===== config.mk =====
export PLATFORM = sky130hd
export DESIGN_NAME = char_write_ctrl_flat
export DESIGN_NICKNAME = d
export VERILOG_FILES = /design/src/rtl/char_gfx_pkg.sv /design/src/rtl/char_write_ctrl_if.sv /design/src/rtl/char_write_ctrl_row_decoder.sv /design/src/rtl/char_write_ctrl.sv /design/src/flat_wrapper.sv
export SDC_FILE = /design/constraint.sdc
export NUM_CORES = 1
export LEC_CHECK = 0
export CAP_MARGIN = 25
export CELL_PAD_IN_SITES_DETAIL_PLACEMENT = 0
export CELL_PAD_IN_SITES_GLOBAL_PLACEMENT = 1
export CORE_ASPECT_RATIO = 0.5
export CORE_MARGIN = 8
export CORE_UTILIZATION = 35
export CTS_BUF_LIST = sky130_fd_sc_hd__clkbuf_4 sky130_fd_sc_hd__clkbuf_8
export DETAILED_ROUTE_END_ITERATION = 10
export PLACE_DENSITY_LB_ADDON = 0.1
export SLEW_MARGIN = 20
export SYNTH_ARGS = -nofsm -noshare
export SYNTH_HDL_FRONTEND = slang
export SYNTH_SLANG_ARGS = --single-unit

===== constraint.sdc =====
create_clock -name clk -period 3.68 [get_ports clk]
set_input_delay 0.368 -clock clk [delete_from_list [all_inputs] [get_ports clk]]
set_output_delay 0.368 -clock clk [all_outputs]
set_load 0.05 [all_outputs]

===== src/rtl/char_gfx_pkg.sv =====
// Shared types and default geometry for the character-row text buffer blocks.
// Consumed by char_write_ctrl (optional clear support via CHAR_WRITE_CTRL_CLEAR_EN).
package char_gfx_pkg;

    localparam int DEF_ROWS        = 30;
    localparam int DEF_COLS        = 80;
    localparam int DEF_CHAR_W_LOG2 = 3;

    typedef logic [5:0] char_t;

    localparam char_t DEF_BLANK_CHAR = 6'b000000;

    typedef enum logic [1:0] {
        IDLE  = 2'd0,
        WRITE = 2'd1,
        CLEAR = 2'd2
    } ctrl_state_t;

    // Pixel x of a character cell; the shift is done at 10 bits so high bits drop.
    function automatic logic [9:0] cell_xcoor(input logic [9:0] col, input int log2w);
        return col << log2w;
    endfunction

endpackage


===== src/rtl/char_write_ctrl_if.sv =====
// Host command request channel (valid/ready) into char_write_ctrl.
// Master = command decoder, slave = write controller.
interface char_write_ctrl_if
    import char_gfx_pkg::*;
#(
    parameter int ROW_W = $clog2(DEF_ROWS),
    parameter int COL_W = $clog2(DEF_COLS)
);

    logic             req_valid;
    logic             req_ready;
    logic             req_clear;
    logic [ROW_W-1:0] req_row;
    logic [COL_W-1:0] req_col;
    char_t            req_char;

    modport master (
        output req_valid,
        output req_clear,
        output req_row,
        output req_col,
        output req_char,
        input  req_ready
    );

    modport slave (
        input  req_valid,
        input  req_clear,
        input  req_row,
        input  req_col,
        input  req_char,
        output req_ready
    );

endinterface


===== src/rtl/char_write_ctrl_row_decoder.sv =====
// Row index + strobe to one-hot row write enables; rows beyond ROWS-1 never strobe.
// hit reports whether any row was actually selected.
module row_decoder #(
    parameter int ROWS  = 30,
    parameter int ROW_W = $clog2(ROWS)
) (
    input  logic [ROW_W-1:0] row,
    input  logic             strobe,
    output logic [ROWS-1:0]  row_we,
    output logic             hit
);

    // One-hot decode with out-of-range suppression
    always_comb begin
        row_we = '0;
        hit    = 1'b0;
        if (strobe && (int'(row) < ROWS)) begin
            hit = 1'b1;
            for (int r = 0; r < ROWS; r++) begin
                row_we[r] = (int'(row) == r);
            end
        end else begin
            hit    = 1'b0;
            row_we = '0;
        end
    end

endmodule


===== src/rtl/char_write_ctrl.sv =====
// Blanking-gated write scheduler for the char_row text buffers.
// Define CHAR_WRITE_CTRL_CLEAR_EN to build the whole-row clear (CLEAR state + column counter).
module char_write_ctrl
    import char_gfx_pkg::*;
#(
    parameter int    ROWS        = DEF_ROWS,
    parameter int    COLS        = DEF_COLS,
    parameter int    CHAR_W_LOG2 = DEF_CHAR_W_LOG2,
    parameter char_t BLANK_CHAR  = DEF_BLANK_CHAR
) (
    input  logic             clk,
    input  logic             rst,
    char_write_ctrl_if.slave req,
    input  logic             blank,
    output logic [ROWS-1:0]  row_we,
    output logic [9:0]       xcoor,
    output char_t            char_in,
    output logic             busy
);

    localparam int ROW_W = $clog2(ROWS);
    localparam int COL_W = $clog2(COLS);

    ctrl_state_t      state_r;
    logic             req_ready_r;
    logic             busy_r;
    logic             done_r;
    logic [ROW_W-1:0] row_r;
    logic [COL_W-1:0] col_r;
    char_t            char_r;
    logic [ROWS-1:0]  row_we_r;
    logic [9:0]       xcoor_r;
    char_t            char_in_r;
`ifdef CHAR_WRITE_CTRL_CLEAR_EN
    logic [COL_W-1:0] cnt_r;
    logic             last_col_s;
`endif

    logic             accept_s;
    logic             issue_s;
    logic             col_ok_s;
    logic             hit_s;
    logic [ROW_W-1:0] wr_row_s;
    logic [COL_W-1:0] wr_col_s;
    char_t            wr_char_s;
    logic [ROWS-1:0]  row_we_s;
    logic [9:0]       xcoor_s;

    assign accept_s  = req.req_valid && req_ready_r;
    assign col_ok_s  = (int'(wr_col_s) < COLS);
    assign xcoor_s   = cell_xcoor(10'(wr_col_s), CHAR_W_LOG2);
`ifdef CHAR_WRITE_CTRL_CLEAR_EN
    assign last_col_s = (int'(wr_col_s) == (COLS - 1));
`endif

    assign req.req_ready = req_ready_r;
    assign row_we        = row_we_r;
    assign xcoor         = xcoor_r;
    assign char_in       = char_in_r;
    assign busy          = busy_r;

    // Select the cell to write this edge; the strobe is taken straight from
    // the accepting edge so a write with blank high lands one cycle later.
    always_comb begin
        issue_s   = 1'b0;
        wr_row_s  = row_r;
        wr_col_s  = col_r;
        wr_char_s = char_r;
        case (state_r)
            IDLE: begin
                wr_row_s = req.req_row;
`ifdef CHAR_WRITE_CTRL_CLEAR_EN
                if (req.req_clear) begin
                    wr_col_s  = '0;
                    wr_char_s = BLANK_CHAR;
                end else begin
                    wr_col_s  = req.req_col;
                    wr_char_s = req.req_char;
                end
`else
                wr_col_s  = req.req_col;
                wr_char_s = req.req_char;
`endif
                issue_s = accept_s && blank;
            end
            WRITE: begin
                issue_s = !done_r && blank;
            end
`ifdef CHAR_WRITE_CTRL_CLEAR_EN
            CLEAR: begin
                wr_col_s  = cnt_r;
                wr_char_s = BLANK_CHAR;
                issue_s   = !done_r && blank;
            end
`endif
            default: begin
                issue_s = 1'b0;
            end
        endcase
    end

    row_decoder #(
        .ROWS  (ROWS),
        .ROW_W (ROW_W)
    ) u_row_decoder (
        .row    (wr_row_s),
        .strobe (issue_s && col_ok_s),
        .row_we (row_we_s),
        .hit    (hit_s)
    );

    // Command FSM and registered write port; done_r marks "last strobe issued"
    always_ff @(posedge clk) begin
        if (rst) begin
            state_r     <= IDLE;
            req_ready_r <= 1'b1;
            busy_r      <= 1'b0;
            done_r      <= 1'b0;
            row_r       <= '0;
            col_r       <= '0;
            char_r      <= '0;
            row_we_r    <= '0;
            xcoor_r     <= 10'd0;
            char_in_r   <= '0;
`ifdef CHAR_WRITE_CTRL_CLEAR_EN
            cnt_r       <= '0;
`endif
        end else begin
            row_we_r  <= row_we_s;
            xcoor_r   <= hit_s ? xcoor_s : 10'd0;
            char_in_r <= hit_s ? wr_char_s : 6'd0;
            case (state_r)
                IDLE: begin
                    if (accept_s) begin
                        row_r       <= req.req_row;
                        col_r       <= req.req_col;
                        char_r      <= req.req_char;
                        req_ready_r <= 1'b0;
                        busy_r      <= 1'b1;
`ifdef CHAR_WRITE_CTRL_CLEAR_EN
                        if (req.req_clear) begin
                            state_r <= CLEAR;
                            cnt_r   <= blank ? COL_W'(1) : COL_W'(0);
                            done_r  <= blank && last_col_s;
                        end else begin
                            state_r <= WRITE;
                            done_r  <= blank;
                        end
`else
                        state_r <= WRITE;
                        done_r  <= blank;
`endif
                    end
                end
                WRITE: begin
                    if (done_r) begin
                        state_r     <= IDLE;
                        req_ready_r <= 1'b1;
                        busy_r      <= 1'b0;
                        done_r      <= 1'b0;
                    end else if (blank) begin
                        done_r <= 1'b1;
                    end
                end
`ifdef CHAR_WRITE_CTRL_CLEAR_EN
                CLEAR: begin
                    if (done_r) begin
                        state_r     <= IDLE;
                        req_ready_r <= 1'b1;
                        busy_r      <= 1'b0;
                        done_r      <= 1'b0;
                        cnt_r       <= '0;
                    end else if (blank) begin
                        cnt_r  <= cnt_r + COL_W'(1);
                        done_r <= last_col_s;
                    end
                end
`endif
                default: begin
                    state_r     <= IDLE;
                    req_ready_r <= 1'b1;
                    busy_r      <= 1'b0;
                    done_r      <= 1'b0;
                end
            endcase
        end
    end

endmodule


===== src/flat_wrapper.sv =====
// flat-port wrapper written by rule: the top's interface ports become plain ports
module char_write_ctrl_flat import char_gfx_pkg::*;
#(
    parameter int    ROWS        = DEF_ROWS,
    parameter int    COLS        = DEF_COLS,
    parameter int    CHAR_W_LOG2 = DEF_CHAR_W_LOG2,
    parameter char_t BLANK_CHAR  = DEF_BLANK_CHAR
)
  (clk, rst, blank, row_we, xcoor, char_in, busy, req_req_valid, req_req_clear, req_req_row, req_req_col, req_req_char, req_req_ready);
  char_write_ctrl_if #(.ROW_W((5)), .COL_W((7))) req_i ();
  input  logic clk;
  input  logic rst;
  input  logic blank;
  output logic [ROWS-1:0] row_we;
  output logic [9:0] xcoor;
  output char_t char_in;
  output logic busy;
  input wire logic [$bits(req_i.req_valid)-1:0] req_req_valid;
  input wire logic [$bits(req_i.req_clear)-1:0] req_req_clear;
  input wire logic [$bits(req_i.req_row)-1:0] req_req_row;
  input wire logic [$bits(req_i.req_col)-1:0] req_req_col;
  input wire logic [$bits(req_i.req_char)-1:0] req_req_char;
  output wire logic [$bits(req_i.req_ready)-1:0] req_req_ready;
  assign req_i.req_valid = req_req_valid;
  assign req_i.req_clear = req_req_clear;
  assign req_i.req_row = req_req_row;
  assign req_i.req_col = req_req_col;
  assign req_i.req_char = req_req_char;
  assign req_req_ready = req_i.req_ready;
  char_write_ctrl #(.ROWS(ROWS), .COLS(COLS), .CHAR_W_LOG2(CHAR_W_LOG2), .BLANK_CHAR(BLANK_CHAR)) u_core (.clk(clk), .rst(rst), .req(req_i), .blank(blank), .row_we(row_we), .xcoor(xcoor), .char_in(char_in), .busy(busy));
endmodule

==> metrics.md, run 1 <==
| Metric | Value |
|---|---|
| Status | `finished, final reports clean` |
| Residual DRC count | `0` |
| Multi-input gate area | `968 sq um` |
| CTS buffer count | `9` |
| Yosys cell types | `30` |
| Starting density of the core | `0.358` |
| Final min period | `2.18 ns` |
| Sequential fraction of the synthesis area | `0.543` |
| Cell chain of the critical path | `buf_4 -> clkdlybuf4s50_1` |
| Sink Count | `64` |
| DR iter-0 viols | `163` |
| Worst setup path startpoint | `u_core.busy` |
| Global-route wire length before repair | `10.2 mm` |
| WP buf/inv | `2` |
| Achievable Freq | `0.459 GHz` |
| Clock Skew | `0.00840 ns` |
| FP Rows | `21` |
| Port Buffers | `66` |
| Area Growth Syn to Fin | `39.6%` |
| Postcts setup bufs | `0` |
| Antenna diodes | `0` |
| Worst-path maximum fanout | `17` |
| Io pins | `71` |
| Hpwl dp | `4.23 mm` |
| Post-synthesis mux area share | `0.0594` |
| FF-to-FF Start | `u_core.busy` |
| Simple-gate area share of the yosys netlist | `0.256` |
| Compound-gate portion of the synthesized area | `0.0859` |
| CTS Buffer Depth | `2` |
| Gpl congestion | `0.736` |
| Reg clk slew, reported paths | `0.07 ns` |
| Register Area | `0.00128 sq mm` |
| Number of global-route vias before repair | `2080` |
| Final ANT Viol Nets | `0` |
| Seq cells post-synth | `64` |
| Setup TNS | `0 ns` |
| Slew @ Worst Pin | `0.867 ns` |
| Drt total wl | `6.15 mm` |
| Synth Warn # | `0` |
| Share of cells above drive strength 1 | `0.0828` |
| Gr usage total | `0.132` |
| PD cells | `487 mW/mm^2` |
| Initial antenna violation count | `0` |
| Setup violators final | `0` |
| Syn avg cell area | `9.71 sq um` |
| Root Driver | `clkbuf_8` |
| Synth Area in Adders | `0` |
| Worst EP arrival | `1.81 ns` |
| Final period util | `0.592` |
| Chip width | `132 um` |
| Commonest non-fill, non-tap cell in the layout | `clkdlybuf4s50_1` |
| Later-pin clock latency in the skew report | `0.34 ns` |
| CTS resizes | `0` |
| Hold slack | `0.453 ns` |
| Rel. slew slack | `0.422` |
| Hold buffer count at cts | `0` |
| Largest delay share family, worst path | `buffers and inverters` |
| Critical path class | `reg -> out` |
| Area share of xor/xnor cells in the synthesized design | `0` |
| Area post-placement | `0.00308 sq mm` |
| Critical path startpoint category | `register` |
| Drt pass-1 iters | `4` |
| Largest net degree at the start of global routing | `31` |
| Core Box Area | `0.00660 sq mm` |
| Combinational family with the most area after synthesis | `simple AND/OR/NAND/NOR gates` |
| CP Data Required Time | `3.31 ns` |
| CP Capture Type | `output port` |
| Max incr delay on CP | `0.86 ns` |
| Via-per-instance ratio | `4.90` |
| Nets@finish | `332` |
| Leakage | `1.16 nW` |
| Vias | `1990` |
| Grt ovf | `0` |
| Max Slew Vio Count | `0` |
| Most frequent cells in the layout | `66 x clkdlybuf4s50_1, 64 x dfxtp_1, 39 x nand2_1, 26 x nor4_1, 20 x a21oi_1` |
| Post-Synthesis Cells | `243` |
| CP max stage cell | `clkdlybuf4s50_1` |
| Hold WC Path Type | `reg -> reg` |
| CTS tree | `yes` |
| Maximum vdd drop | `255 uV` |
| FILL cells | `618` |
| Full die area | `0.00978 sq mm` |
| Final Hold Viols | `0` |
| Synthesized area | `0.00236 sq mm` |
| HP Start | `u_core.row_r[4]` |
| Die height | `74.1 um` |
| Wire per inst | `15.2 um` |
| Fin area | `0.00329 sq mm` |
| H-tree depth reported by CTS | `3` |
| RSZ-0062 raised after global routing | `false` |
| Max-Cap Viols | `0` |
[per-layer routing]
layer,global-route usage,vias up,part of all wire,wire length [um]
met5,0,-,0,0
met4,0.0605,0,0.014,87
met3,0.0627,9,0.080,491
met2,0.218,61,0.44,2710
met1,0.146,920,0.47,2860
li1,-,1000,-,-
[Yosys cell counts]
library cell | count | area [sq um]
and3_1 | 1 | 6.26
buf_2 | 7 | 35.0
nand4_1 | 1 | 6.26
o21bai_1 | 1 | 7.51
buf_6 | 2 | 22.5
a31oi_1 | 4 | 25.0
and2b_1 | 1 | 7.51
nor3_1 | 18 | 90.1
dfxtp_1 | 64 | 1280
a221oi_1 | 1 | 8.76
nand4b_2 | 1 | 15.0
nor4_1 | 26 | 163
nor3b_2 | 1 | 12.5
nand4b_4 | 1 | 23.8
and3b_1 | 5 | 43.8
mux2i_1 | 14 | 140
inv_1 | 2 | 7.51
a21oi_1 | 20 | 100
o211ai_1 | 5 | 37.5
clkbuf_1 | 3 | 11.3
nand3b_1 | 1 | 7.51
nand2b_1 | 2 | 12.5
nor2b_1 | 2 | 12.5
o221ai_2 | 1 | 15.0
nor2_1 | 7 | 26.3
nor3b_1 | 4 | 30.0
a2111oi_0 | 1 | 8.76
nand2_1 | 39 | 146
buf_4 | 7 | 52.6
conb_1 | 1 | 3.75
[worst min-delay path, cell delays in order (launching register included)]
cell     delay [ns]
dfxtp_1        0.31
nand2_1        0.05
a21oi_1        0.05
[area by class of cell]
type,count,area share
Sequential cell,64,0.389
Clock inverter,6,0.0255
Inverter,2,0.00228
Clock buffer,10,0.0399
Multi-Input combinational cell,160,0.294
Tap cell,92,0.0350
Timing Repair Buffer,72,0.214
[worst paths after layout]
kind,to,slack (ns),cells after the start
hold reg to reg,u_core.row_r[4],0.45,2
setup / recovery,busy,1.50,2
hold / removal,u_core.row_r[4],0.45,2
setup reg to reg,u_core.xcoor[9],1.54,5
[sequential cells by signal (all words and copies together) (netlist names)]
register	count
u_core.xcoor	7
u_core.req.req_ready	1
u_core.col_r	7
u_core.row_we	30
u_core.char_r	6
u_core.char_in	6
u_core.done_r	1
u_core.row_r	5
u_core.busy	1
[cell families after synthesis]
group | Yosys count
AO/OA/AOI/OAI | 33
buffers and inverters | 21
flip-flops | 64
multiplexers | 14
other | 1
AND/OR/NAND/NOR | 110
[per-stage QoR]
stage | power (W) | std cells | util | setup WS, ns
after CTS | 0.00163 | 406 | 0.499 | 1.46
after global routing | 0.00168 | 406 | 0.499 | 1.32
final | 0.00160 | 406 | 0.499 | 1.50
after floorplan | 0.000899 | 245 | - | 1.94
after global placement | 0.000967 | 389 | 0.466 | 1.25
after detailed placement | 0.000972 | 390 | 0.467 | 1.34
[where the power goes]
part / switching (W) / leakage [nW] / total (W) / internal, W
logic: 0.000147 / 0.523 / 0.000227 / 0.0000804
clock network: 0.000262 / 0.113 / 0.000648 / 0.000386
registers: 0.0000137 / 0.519 / 0.000728 / 0.000715
No activity file was read; power rests on OpenSTA's default activity.
==> inputs of run 2 (changes only) <==
==> constraint.sdc (replaced) <==
create_clock -name clk -period 2.2 [get_ports clk]
set_input_delay 0.22 -clock clk [delete_from_list [all_inputs] [get_ports clk]]
set_output_delay 0.22 -clock clk [all_outputs]
set_load 0.05 [all_outputs]
==> run 2 against run 1 <==
Against the previous run: setup slack worse by 1.2 ns; largest power group unchanged; cell area is 0.72% higher; hold slack improved by 0.0023 ns; register-to-register slack worse by 1.2 ns; power is 64% higher; count of clock-buffer cells in the layout increased by 3; critical path type is now reg -> reg; sequential share of layout area down 0.28 points; first-iteration DRC count shrank 48%; final cell count rose by 0.74%.
==> metrics.md, run 2 (same netlist as run 1, synthesis figures left out) <==
| Metric | Value |
|---|---|
| Largest net degree at the start of global routing | `39 (+26%)` |
| Max Slew Vio Count | `0 (unchanged)` |
| Hold WC Path Type | `in -> reg` |
| Max reg flops | `30 (unchanged)` |
| Number of global-route vias before repair | `1960 (-5.8%)` |
| Rel. slew slack | `0.464 (+0.0418)` |
| DR iter-0 viols | `85 (-48%)` |
| Maximum vdd drop | `508 uV (+99%)` |
| CP Capture Type | `register` |
| Drt total wl | `5.93 mm (-3.5%)` |
| PD cells | `792 mW/mm^2 (+63%)` |
| H-tree depth reported by CTS | `3 (unchanged)` |
| Overall power | `0.00263 W (+64%)` |
| CTS resizes | `0 (unchanged)` |
| Max-Cap Viols | `0 (unchanged)` |
| Share of cells above drive strength 1 | `0.0946 (+0.0118)` |
| CTS tree | `yes` |
| Root Driver | `clkbuf_8` |
| Postcts setup bufs | `0 (unchanged)` |
| Nets@finish | `335 (+0.90%)` |
| Hold buffer count at cts | `0 (unchanged)` |
| Port Buffers | `66 (unchanged)` |
| Leakage | `1.17 nW (+1.4%)` |
| Drt pass-1 iters | `4 (unchanged)` |
| Grt ovf | `0 (unchanged)` |
| Antenna diodes | `0 (unchanged)` |
| Reg clk slew, reported paths | `0.07 ns (about the same)` |
| CTS Buffer Depth | `2 (unchanged)` |
| Starting density of the core | `0.358 (unchanged)` |
| RSZ-0062 raised after global routing | `false` |
| Final Hold Viols | `0 (unchanged)` |
| Full die area | `0.00978 sq mm (unchanged)` |
| Sink Count | `64 (unchanged)` |
| Hold slack | `0.455 ns (+0.00235 ns)` |
| Setup violators final | `0 (unchanged)` |
| Via-per-instance ratio | `4.79 (-2.2%)` |
| Hpwl dp | `4.21 mm (-0.63%)` |
| Gr usage total | `0.127 (-0.00527)` |
| Slew @ Worst Pin | `0.800 ns (-0.0665 ns)` |
| Die height | `74.1 um (unchanged)` |
| FILL cells | `641 (+3.7%)` |
| Final period util | `0.847` |
| FP Rows | `21 (unchanged)` |
| Critical path class | `reg -> reg` |
| Final Non-Filler Cells | `409 (+0.74%)` |
| Chip width | `132 um (unchanged)` |
| Area Growth Syn to Fin | `40.6%` |
| Core Box Area | `0.00660 sq mm (unchanged)` |
| Most frequent cells in the layout | `65 x clkdlybuf4s50_1, 64 x dfxtp_1, 39 x nand2_1, 26 x nor4_1, 20 x a21oi_1` |
| Gpl congestion | `0.734 (-0.30%)` |
| Setup TNS | `0 ns (unchanged)` |
| CTS buffer count | `9 (unchanged)` |
| Final min period | `1.86 ns` |
| Global-route wire length before repair | `9.74 mm (-4.5%)` |
| CP Data Required Time | `2.38 ns (-0.93 ns)` |
| Residual DRC count | `0 (unchanged)` |
| Later-pin clock latency in the skew report | `0.34 ns (about the same)` |
| Status | `finished, final reports clean` |
| Worst-path maximum fanout | `38 (+21)` |
| Vias | `1961 (-1.5%)` |
| Achievable Freq | `0.537 GHz` |
| Worst EP arrival | `2.04 ns (+0.23 ns)` |
| Io pins | `71 (unchanged)` |
| Final ANT Viol Nets | `0 (unchanged)` |
| Total placed cells including tap cells | `393 (+0.77%)` |
| Wire per inst | `14.5 um (-4.3%)` |
| Initial antenna violation count | `0 (unchanged)` |
| Critical path startpoint category | `register` |
| Commonest non-fill, non-tap cell in the layout | `clkdlybuf4s50_1` |
| Clock Skew | `0.0104 ns (+0.00201 ns)` |
==> run 2: through the flow <==
step                worst slack, ns  cell area (sq um)  utilization
floorplan                     0.460               2370            -
global placement              0.217               3110        0.472
detailed placement            0.243               3110        0.472
CTS                           0.343               3320        0.503
global route                  0.131               3320        0.503
finish                        0.337               3320        0.503
==> run 2: area by class of cell <==
cell class	instances	area [sq um]	area share
well taps	92	115	0.0347
clock inverters	3	40.0	0.0121
multi-input cells	160	968	0.292
repair buffers	75	738	0.223
inverters	2	7.51	0.00226
flip-flops and latches	64	1280	0.386
clock buffers	13	166	0.0502
==> run 2: per-layer routing <==
| metal | routed length (um) | GRT usage | vias up |
|---|---|---|---|
| met5 | 0 | 0 | - |
| met3 | 507 | 0.0748 | 9 |
| met1 | 2780 | 0.140 | 891 |
| met4 | 52 | 0.0378 | 0 |
| li1 | - | - | 1011 |
| met2 | 2600 | 0.206 | 50 |
==> run 2: final timing paths <==
path / from / end / slack, ns / cells past startpoint
worst max register to register: u_core.busy / u_core.row_we[9] / 0.34 / 5
worst min register to register: u_core.char_r[2] / u_core.char_r[2] / 0.46 / 2
worst max-delay path: u_core.busy / u_core.row_we[9] / 0.34 / 5
worst min-delay path: req_req_char[2] / u_core.char_r[2] / 0.46 / 3
==> run 2: critical path, stage by stage (launching register included) <==
cell      delay [ns]
dfxtp_1         0.43
buf_4           0.24
and3b_1         0.24
o221ai_4        0.25
buf_4           0.39
nor3_1          0.12
==> run 2: power by group <==
group	leakage [nW]	switching (W)	internal, W
registers	0.519	0.0000242	0.00120
logic	0.542	0.000242	0.000144
clock network	0.110	0.000415	0.000607
